### config.mk
export PLATFORM = sky130hd
export DESIGN_NAME = memory_sequencer
export DESIGN_NICKNAME = d
export VERILOG_FILES = /design/src/rtl/gpu_isa_pkg.sv /design/src/rtl/line_stager.sv /design/src/rtl/memory_sequencer.sv
export SDC_FILE = /design/constraint.sdc
export NUM_CORES = 1
export LEC_CHECK = 0
export CORE_AREA = 4 4 245 247
export CTS_CLUSTER_DIAMETER = 30
export DETAILED_ROUTE_END_ITERATION = 7
export DIE_AREA = 0 0 249 251
export DONT_BUFFER_PORTS = 1
export GPL_TIMING_DRIVEN = 0
export SLEW_MARGIN = 40
export SYNTH_ARGS = -nofsm -noshare
export SYNTH_HDL_FRONTEND = slang
export SYNTH_HIERARCHICAL = 1
export SYNTH_SLANG_ARGS = --single-unit
export TNS_END_PERCENT = 20
### constraint.sdc
create_clock -name clk_in -period 2.21 [get_ports clk_in]
set_clock_uncertainty 0.05 [all_clocks]
set_input_delay 0.442 -clock clk_in [delete_from_list [all_inputs] [get_ports clk_in]]
set_output_delay 0.442 -clock clk_in [all_outputs]
set_load 0.02 [all_outputs]
### src/rtl/gpu_isa_pkg.sv
// Shared ISA definitions: opcode encoding, instruction field positions and the
// fixed-point word width, used by the sequencer and the controller.
package gpu_isa_pkg;

  localparam int DATA_CACHE_WIDTH = 16;

  // Instruction fields, MSB-first bit numbering [0:INSTRUCTION_WIDTH-1]
  localparam int OPC_START   = 0;
  localparam int OPC_END     = 3;
  localparam int REG_A_START = 4;
  localparam int REG_A_END   = 7;
  localparam int IMM_START   = 8;
  localparam int IMM_END     = 23;
  localparam int REG_B_START = 24;
  localparam int REG_B_END   = 27;

  typedef enum logic [3:0] {
    OP_NOP       = 4'd0,
    OP_END       = 4'd1,
    OP_XOR       = 4'd2,
    OP_ADDI      = 4'd3,
    OP_BGE       = 4'd4,
    OP_JUMP      = 4'd5,
    OP_LOADB     = 4'd6,
    OP_LOAD      = 4'd7,
    OP_OR        = 4'd8,
    OP_SENDITERS = 4'd9,
    OP_SMA       = 4'd10,
    OP_LOADI     = 4'd11,
    OP_WRITE     = 4'd12,
    OP_SENDL     = 4'd13,
    OP_WRITEB    = 4'd14
  } opcode_e;

  typedef enum logic [1:0] {
    ST_IDLE      = 2'd0,
    ST_READ_WAIT = 2'd1,
    ST_ISSUE     = 2'd2
  } seq_state_e;

  // Word 0 sits at the top of the line, so word idx starts at this bit.
  function automatic int line_word_lsb(input int idx, input int word_w, input int words);
    return (words - 1 - idx) * word_w;
  endfunction

endpackage

### src/rtl/line_stager.sv
// Staging line register: holds one cache line and updates a single word per
// write; out-of-range word indices are ignored.
module line_stager
  import gpu_isa_pkg::*;
#(
  parameter int WORD_W = 16,
  parameter int WORDS  = 12
) (
  input  logic                      clk_in,
  input  logic                      rst_in,
  input  logic                      i_we,
  input  logic [3:0]                i_word_idx,
  input  logic [WORD_W-1:0]         i_word,
  output logic [WORD_W*WORDS-1:0]   o_line
);

  localparam int LINE_W = WORD_W * WORDS;

  logic [LINE_W-1:0] r_line;

  // Word-indexed update of the staging line
  always_ff @(posedge clk_in) begin
    if (rst_in) begin
      r_line <= {LINE_W{1'b0}};
    end else begin
      for (int w = 0; w < WORDS; w++) begin
        if (i_we && (int'(i_word_idx) == w)) begin
          r_line[line_word_lsb(w, WORD_W, WORDS) +: WORD_W] <= i_word;
        end
      end
    end
  end

  assign o_line = r_line;

endmodule

### src/rtl/memory_sequencer.sv
// Memory sequencer: stages cache lines, writes them to the external cache and
// streams cache lines to the FMA array. Optional MEMSEQ_DIRECT_WRITE_EN enables WRITE.
module memory_sequencer #(
  parameter int INSTRUCTION_WIDTH = 32,
  parameter int DATA_CACHE_WIDTH  = gpu_isa_pkg::DATA_CACHE_WIDTH,
  parameter int WORDS_PER_LINE    = 12,
  parameter int DATA_CACHE_DEPTH  = 4096,
  parameter int READ_LATENCY      = 2
) (
  input  logic                                          clk_in,
  input  logic                                          rst_in,
  input  logic [0:INSTRUCTION_WIDTH-1]                  instr_in,
  input  logic                                          instr_valid_in,
  output logic                                          ready_out,
  output logic [$clog2(DATA_CACHE_DEPTH)-1:0]           cache_addr_out,
  output logic [WORDS_PER_LINE*DATA_CACHE_WIDTH-1:0]    cache_wdata_out,
  output logic                                          cache_we_out,
  input  logic [WORDS_PER_LINE*DATA_CACHE_WIDTH-1:0]    cache_rdata_in,
  output logic [WORDS_PER_LINE*DATA_CACHE_WIDTH-1:0]    fma_data_out,
  output logic                                          fma_write_out,
  output logic                                          fma_replace_c_out,
  output logic                                          fma_valid_out
);

  import gpu_isa_pkg::*;

  localparam int LINE_W = WORDS_PER_LINE * DATA_CACHE_WIDTH;
  localparam int AW     = $clog2(DATA_CACHE_DEPTH);
  localparam int CNT_W  = (READ_LATENCY > 1) ? $clog2(READ_LATENCY) : 1;

  seq_state_e        r_state;
  seq_state_e        w_next_state;
  logic [CNT_W-1:0]  r_cnt;
  logic [AW-1:0]     r_addr;
  logic [AW-1:0]     r_cache_addr;
  logic [LINE_W-1:0] r_cache_wdata;
  logic              r_cache_we;
  logic [LINE_W-1:0] r_fma_data;
  logic              r_fma_write;
  logic              r_replace_c;
  logic              r_fma_valid;

  logic [3:0]        w_opcode;
  logic [3:0]        w_reg_a;
  logic [3:0]        w_reg_b;
  logic [15:0]       w_imm;
  logic [AW-1:0]     w_imm_addr;
  logic [LINE_W-1:0] w_staging;
  logic              w_accept;
  logic              w_stage_we;
  logic              w_sma;
  logic              w_sendl;
  logic              w_writeb;
  logic              w_direct;
  logic              w_unused;

  assign w_opcode   = instr_in[OPC_START:OPC_END];
  assign w_reg_a    = instr_in[REG_A_START:REG_A_END];
  assign w_imm      = instr_in[IMM_START:IMM_END];
  assign w_reg_b    = instr_in[REG_B_START:REG_B_END];
  assign w_imm_addr = AW'(w_imm);
  assign w_accept   = instr_valid_in && (r_state == ST_IDLE);
  assign w_unused   = ^{instr_in, w_reg_b};

  line_stager #(
    .WORD_W (DATA_CACHE_WIDTH),
    .WORDS  (WORDS_PER_LINE)
  ) u_stager (
    .clk_in     (clk_in),
    .rst_in     (rst_in),
    .i_we       (w_stage_we),
    .i_word_idx (w_reg_a),
    .i_word     (DATA_CACHE_WIDTH'(w_imm)),
    .o_line     (w_staging)
  );

  // Sequencer state register
  always_ff @(posedge clk_in) begin
    if (rst_in) begin
      r_state <= ST_IDLE;
    end else begin
      r_state <= w_next_state;
    end
  end

  // Instruction decode and next-state selection
  always_comb begin
    w_next_state = r_state;
    w_stage_we   = 1'b0;
    w_sma        = 1'b0;
    w_sendl      = 1'b0;
    w_writeb     = 1'b0;
    w_direct     = 1'b0;
    case (r_state)
      ST_IDLE: begin
        if (w_accept) begin
          case (w_opcode)
            OP_SMA:   w_sma      = 1'b1;
            OP_LOADI: w_stage_we = 1'b1;
            OP_SENDL: w_sendl    = 1'b1;
            OP_WRITEB: begin
              w_writeb     = 1'b1;
              w_next_state = (READ_LATENCY == 0) ? ST_ISSUE : ST_READ_WAIT;
            end
`ifdef MEMSEQ_DIRECT_WRITE_EN
            OP_WRITE: w_direct   = 1'b1;
`else
            OP_WRITE: w_direct   = 1'b0;
`endif
            default:  w_next_state = ST_IDLE;
          endcase
        end else begin
          w_next_state = ST_IDLE;
        end
      end
      ST_READ_WAIT: begin
        if (r_cnt == CNT_W'(READ_LATENCY - 1)) begin
          w_next_state = ST_ISSUE;
        end else begin
          w_next_state = ST_READ_WAIT;
        end
      end
      ST_ISSUE: w_next_state = ST_IDLE;
      default:  w_next_state = ST_IDLE;
    endcase
  end

  // Address, cache-port, FMA-port and latency-counter registers
  always_ff @(posedge clk_in) begin
    if (rst_in) begin
      r_cnt         <= {CNT_W{1'b0}};
      r_addr        <= {AW{1'b0}};
      r_cache_addr  <= {AW{1'b0}};
      r_cache_wdata <= {LINE_W{1'b0}};
      r_cache_we    <= 1'b0;
      r_fma_data    <= {LINE_W{1'b0}};
      r_fma_write   <= 1'b0;
      r_replace_c   <= 1'b0;
      r_fma_valid   <= 1'b0;
    end else begin
      r_cnt       <= (r_state == ST_READ_WAIT) ? r_cnt + CNT_W'(1) : {CNT_W{1'b0}};
      r_cache_we  <= w_sendl;
      r_fma_write <= w_direct || (r_state == ST_ISSUE);
      if (w_sma) begin
        r_addr <= w_imm_addr;
      end
      if (w_sendl) begin
        r_cache_addr  <= r_addr;
        r_cache_wdata <= w_staging;
      end else if (w_writeb) begin
        r_cache_addr  <= w_imm_addr;
      end
      if (w_writeb || w_direct) begin
        r_replace_c <= w_reg_a[0];
        r_fma_valid <= w_reg_b[0];
      end
      if (r_state == ST_ISSUE) begin
        r_fma_data <= cache_rdata_in;
      end else if (w_direct) begin
        r_fma_data <= w_staging;
      end
    end
  end

  assign ready_out         = (r_state == ST_IDLE);
  assign cache_addr_out    = r_cache_addr;
  assign cache_wdata_out   = r_cache_wdata;
  assign cache_we_out      = r_cache_we;
  assign fma_data_out      = r_fma_data;
  assign fma_write_out     = r_fma_write;
  assign fma_replace_c_out = r_replace_c;
  assign fma_valid_out     = r_fma_valid;

endmodule

---- Yosys cells after proc, flatten, opt, wreduce, memory -nomap -nowiden ----
Index checks and enable logic that the tools add are counted.
operators by class
  reductions and logical operators ........ 18
  bitwise operators ....................... 1
  $lt $le $gt $ge ......................... 0
  add/sub/neg operators ................... 1
  multipliers ............................. 0
  divide/modulo/power cells ............... 0
  eq/ne operators ......................... 19
  multiplexer cells ....................... 19
  shifts and indexed selects .............. 0
operator list
  cell                 count
  $mux 192             1
  $eq 4x4->1 const B   13
  $mux 12              2
  $logic_and 1x1->1    13
  $mux 1               12
  $eq 4x3->1 const B   2
  $pmux 2 s2           2
  $eq 4x2->1 const B   1
  $logic_not 4->1      1
  $mux 2               2
  $reduce_or 4->1      1
  $ne 3x3->1 const B   1
  $eq 2x1->1 const B   1
  $eq 2x2->1 const B   1
  $logic_not 2->1      1
  $reduce_bool 2->1    1
  $reduce_or 2->1      1
  $add 1x1->1 const B  1
  $not 1->1            1
word-level totals
  memories ................................ 0
  RAM bits ................................ 0
  flip-flop bits (word level) ............. 607
  bits of input ports ..................... 227
  ROM bits ................................ 0
  bits in latches ......................... 0
  logic and storage cells ................. 80
  output and inout port bits .............. 401

---- Longest topological paths before layout ----
  depth after elaboration ................. 6
  gate-level depth with buffers ........... 8
  depth with buffers taken out ............ 5

---- Hierarchy ----
The synthesis kept the hierarchy.
modules (own cells, without submodules)
  module            sequential area each (sq um)  area each (sq um)  cells an instance  instances
  memory_sequencer  8308.0                        16500.8            1806               1
  line_stager       3843.7                        7533.5             667                1

---- Worst setup path after synthesis ----
OpenSTA, ideal clock, no wires.
  kind .................................... input to register
  start point ............................. input port instr_in[0] (netlist name)
  end point ............................... register u_stager.r_line[149] (netlist: u_stager/o_line[149])
  buffers on the path ..................... 2
  data arrival time ....................... 1.799 ns
  stages .................................. 7
  path slack .............................. 0.229 ns
  required time ........................... 2.028 ns
  cell sequence ........................... nand4bb_1 buf_2 nor3_1 nor3b_4 nand2_4 buf_2 mux2i_1
on the way
  cells in the longest elaborated chain, start to end .. 5
ends and longest elaborated chain
  element                         RTL line                text
  start: declaration              memory_sequencer.sv:12  input logic [0:INSTRUCTION_WIDTH-1] instr_in,
  $eq 4x4->1                      memory_sequencer.sv:97  case (w_opcode)
  $mux 1                          memory_sequencer.sv:97
  $mux 1                          memory_sequencer.sv:96  if (w_accept) begin
  $mux 1                          memory_sequencer.sv:94  case (r_state)
  net w_stage_we                  memory_sequencer.sv:50  logic w_stage_we;
  $logic_and 1x1->1               line_stager.sv:27       if (i_we && (int'(i_word_idx) == w)) begin
  end signal: assignment          line_stager.sv:24       r_line <= {LINE_W{1'b0}};
  end signal: indexed assignment  line_stager.sv:28       r_line[line_word_lsb(w, WORD_W, WORDS) +: WORD_W] <= i_word;
  end: declaration                line_stager.sv:19       logic [LINE_W-1:0] r_line;
The timed path passes the listed nets, and every way through them passes these cells.
A chain may end at the register's enable or synchronous reset.

---- Worst setup path in the final report ----
  start point ............................. register r_state[1]
  end point ............................... register r_fma_data[91] (netlist: fma_data_out[91])
on the way
  cells in the longest elaborated chain, start to end .. 1
ends and longest elaborated chain
  element                   RTL line                 text
  start: declaration        memory_sequencer.sv:31   seq_state_e r_state;
  start signal: assignment  memory_sequencer.sv:82   r_state <= w_next_state;
  $eq 2x2->1                memory_sequencer.sv:157  if (r_state == ST_ISSUE) begin
  end signal: assignment    memory_sequencer.sv:136  r_fma_data <= {LINE_W{1'b0}};
  end signal: assignment    memory_sequencer.sv:158  r_fma_data <= cache_rdata_in;
  end signal: assignment    memory_sequencer.sv:160  r_fma_data <= w_staging;
  end: declaration          memory_sequencer.sv:38   logic [LINE_W-1:0] r_fma_data;
No other way between the ends.

==> results by group <==
GRT
  • Total Routing Usage GR: 27.8%
  • Vias in the first global route: 19900
  • Pin count of the biggest net entering global routing: 17
  • Gr ovfl total: 0
  • Initial antenna violation count: 12
  • First-pass GRT wire length: 131000 microns

Timing
  • Fin crit period: 2.17 ns
  • Final setup violation count: 0
  • TNS Setup: 0 ns
  • Slew at the pin with the worst max-slew slack: 0.810 ns
  • Fin. max-slew vios: 0
  • Max Fclk: 460 MHz
  • Final Hold Viols: 0
  • Period utilization: 98.3%
  • RSZ-0062 raised after global routing: true
  • Slew headroom: 46.0%

Worst setup path
  • Reg2reg setup slack: 0.04 ns
  • CP required: 2.78 ns
  • Critical path type: reg -> reg
  • Reg2reg start: r_state[1]$_SDFFE_PP0P_
  • Worst r2r dst: fma_data_out[91]$_SDFFE_PP0P_
  • Crit-path max FO: 10
  • R2r worst-path depth: 5
  • Worst Setup End Kind: flip-flop
  • Crit path arrival time: 2.75 ns
  • Critical path startpoint category: flip-flop

Pwr
  • P_leak: 12.3 nW
  • Logic gate share of total power: 3.3%
  • PD cells: 1060 nW/um^2
  • Max VDD drop: 866 uV
  • Clock power share: 64.5%
  • Pwr Total: 34.3 mW
  • Sw power: 7.23 mW
  • Int Power: 27.0 mW
  • Seq pwr share: 32.2%
  • Sw frac: 21.1%

Floorplan
  • Core area: 57600 sq um
  • Row count: 88
  • Die height: 251 microns
  • Die width: 249 microns
  • Initial core utilization: 41.7%
  • DIE AREA: 62500 sq um
  • Ports: 628

Clock tree
  • TritonCTS Buffers: 143
  • H-tree depth: 4
  • CTS tree: done
  • Clk_lat worst skew: 0.69 ns
  • Clock-pin slew on the worst setup and hold paths: 0.04 ns
  • Root Buffer: clkbuf_16
  • CTS Buffer Depth: 3
  • Clock sinks: 607

Yosys
  • Synth area leader: dfxtp_1
  • Avg Inst Size Synth: 9.72 sq um
  • Sequential area share after synthesis: 50.6%
  • Post-synthesis register bit count: 607
  • Post-synth cell types: 33
  • Synth Instances: 2473
  • Mapped cell area: 24000 sq um
  • Warnings, synthesis: 6
  • Mapped Nets: 2700
  • Yosys top cell area share: 50.6%
  • Top post-synthesis cells by area: dfxtp_1 51%, mux2i_1 17%, nand2b_1 16%

Min path
  • Hold Path End: cache_addr_out[4]$_SDFFE_PP0P_
  • HP Start: instr_in[19]
  • HP Class: in -> reg
  • WHS Path Cells: 2

Drt
  • First-pass iteration count of the detailed router: 5
  • ANT nets after route: 0
  • DRC: 0
  • DR WL/cell: 24.2 microns
  • Drt total wl: 90300 microns
  • DR vias/cell: 5.08
  • Number of DRC markers in iteration 0: 1075
  • Vias: 18900

Placement
  • Port Buffers: 0
  • Post-DP HPWL: 66800 microns
  • Final GP Congestion: 0.996

Finish
  • Most frequent cells in the layout: 623 x nand2b_1, 607 x dfxtp_1, 396 x mux2i_1, 385 x nand2_1, 215 x dlygate4sd3_1
  • Synthesis-to-finish area growth: 34.7%
  • Nets: 3064
  • Most common cell after layout, fill and taps aside: nand2b_1
  • Filler cells: 4986
  • Share of layout cells above drive strength 1: 12.1%

Flow run
  • Max Cap Violations: 0

Run status
  • Outcome: finished clean
-- power groups by stage --
stage	clock network, mW	logic (mW)	registers (mW)
6_report	22.1	1.13	11.0
3_5_place_dp	0	0.762	11.2
5_1_grt	23.1	1.19	11.0
3_3_place_gp	0	0.752	11.2
4_1_cts	22.3	1.13	11.0
2_1_floorplan	0	0.510	11.2
-- repair_timing --
| item | in CTS | in global routing |
|---|---|---|
| hold buffers | 215 | 0 |
| pin swaps | 1 | 0 |
| buffers inserted | 3 | 0 |
| endpoints found under the setup margin | 236 | 114 |
| resized for setup | 5 | 19 |
| endpoints found under the hold margin | 250 | 0 |
| gates cloned | 0 | 1 |
-- per-layer routing --
layer  vias up  routed length [microns]  global-route usage, %
met5         -                        0                      0
met4         0                     2860                   10.3
met3       156                     6950                   8.99
met2       753                    45000                   48.8
met1      9159                    35400                   31.6
li1       8866                        -                      -
-- worst max path at each step --
stage                                                    to  cells past startpoint                    start
after floorplan           u_stager/o_line[149]$_SDFFE_PP0P_                      7              instr_in[0]
after global placement    u_stager/o_line[165]$_SDFFE_PP0P_                      6              instr_in[0]
after detailed placement  u_stager/o_line[165]$_SDFFE_PP0P_                      6  r_state[0]$_SDFFE_PP0P_
after CTS                  u_stager/o_line[56]$_SDFFE_PP0P_                      9  r_state[0]$_SDFFE_PP0P_
after global routing       u_stager/o_line[40]$_SDFFE_PP0P_                      9  r_state[0]$_SDFFE_PP0P_
final                         fma_data_out[91]$_SDFFE_PP0P_                      5  r_state[1]$_SDFFE_PP0P_
-- area by class of cell --
type,count,area [sq um],share of cell area (%)
diodes,16,40.0,0.124
flip-flops and latches,607,12200,37.5
multi-input cells,1660,10900,33.5
repair buffers,219,2180,6.74
plain buffers,193,1040,3.22
well taps,765,957,2.96
clock buffers,190,4020,12.4
clock inverters,67,1070,3.30
inverters,13,48.8,0.151
-- critical path: stages, from the launching register on --
cell      delay [ns]
dfxtp_1         0.40
nor2b_1         0.50
clkbuf_2        0.39
buf_2           0.27
nand2_1         0.27
a21oi_1         0.21
-- synthesized netlist by cell type, drive strengths merged --
cell type	number
and3b	2
inv	13
and2	3
and2b	1
buf	88
nand2b	623
clkbuf	105
o221a	1
xnor2	1
nor2b	3
dfxtp	607
nand3	3
nor2	6
nor3b	1
mux2i	398
nand2	394
nor3	4
o22ai	12
nand4bb	1
a221oi	12
and3	1
a211o	1
nand3b	1
a21oi	192
-- flip-flops by register name, indices dropped and copies added (netlist names) --
| register | count |
|---|---|
| r_state | 2 |
| cache_addr_out | 12 |
| u_stager/o_line | 192 |
| fma_data_out | 192 |
| cache_wdata_out | 192 |
| r_addr | 12 |
| cache_we_out | 1 |
| fma_write_out | 1 |
| fma_replace_c_out | 1 |
| fma_valid_out | 1 |
| r_cnt | 1 |
-- cells by family after synthesis --
family / count (synthesis) / share of synthesized area (%)
and+or+nand+nor: 1043 / 23.4
DFF: 607 / 50.6
muxes: 398 / 16.6
AOI/OAI and AO/OA: 218 / 5.09
buffers and inverters: 206 / 4.37
xor gates and xnor gates: 1 / 0.0364
-- per-stage QoR --
stage          hold slack (ns)  worst slack [ns]  cell area (sq um)  utilization [%]  cells
2_1_floorplan            0.399             0.229              24000                -   2473
3_3_place_gp             0.408            -0.580              25000             43.4   3238
3_5_place_dp             0.417            -0.596              25000             43.4   3238
4_1_cts                 0.0109           -0.0120              32300             56.0   3713
5_1_grt                 0.0347           -0.0420              32300             56.2   3720
6_report                0.0481            0.0371              32400             56.2   3730
Note: power is estimated with default switching activity, not from simulation.
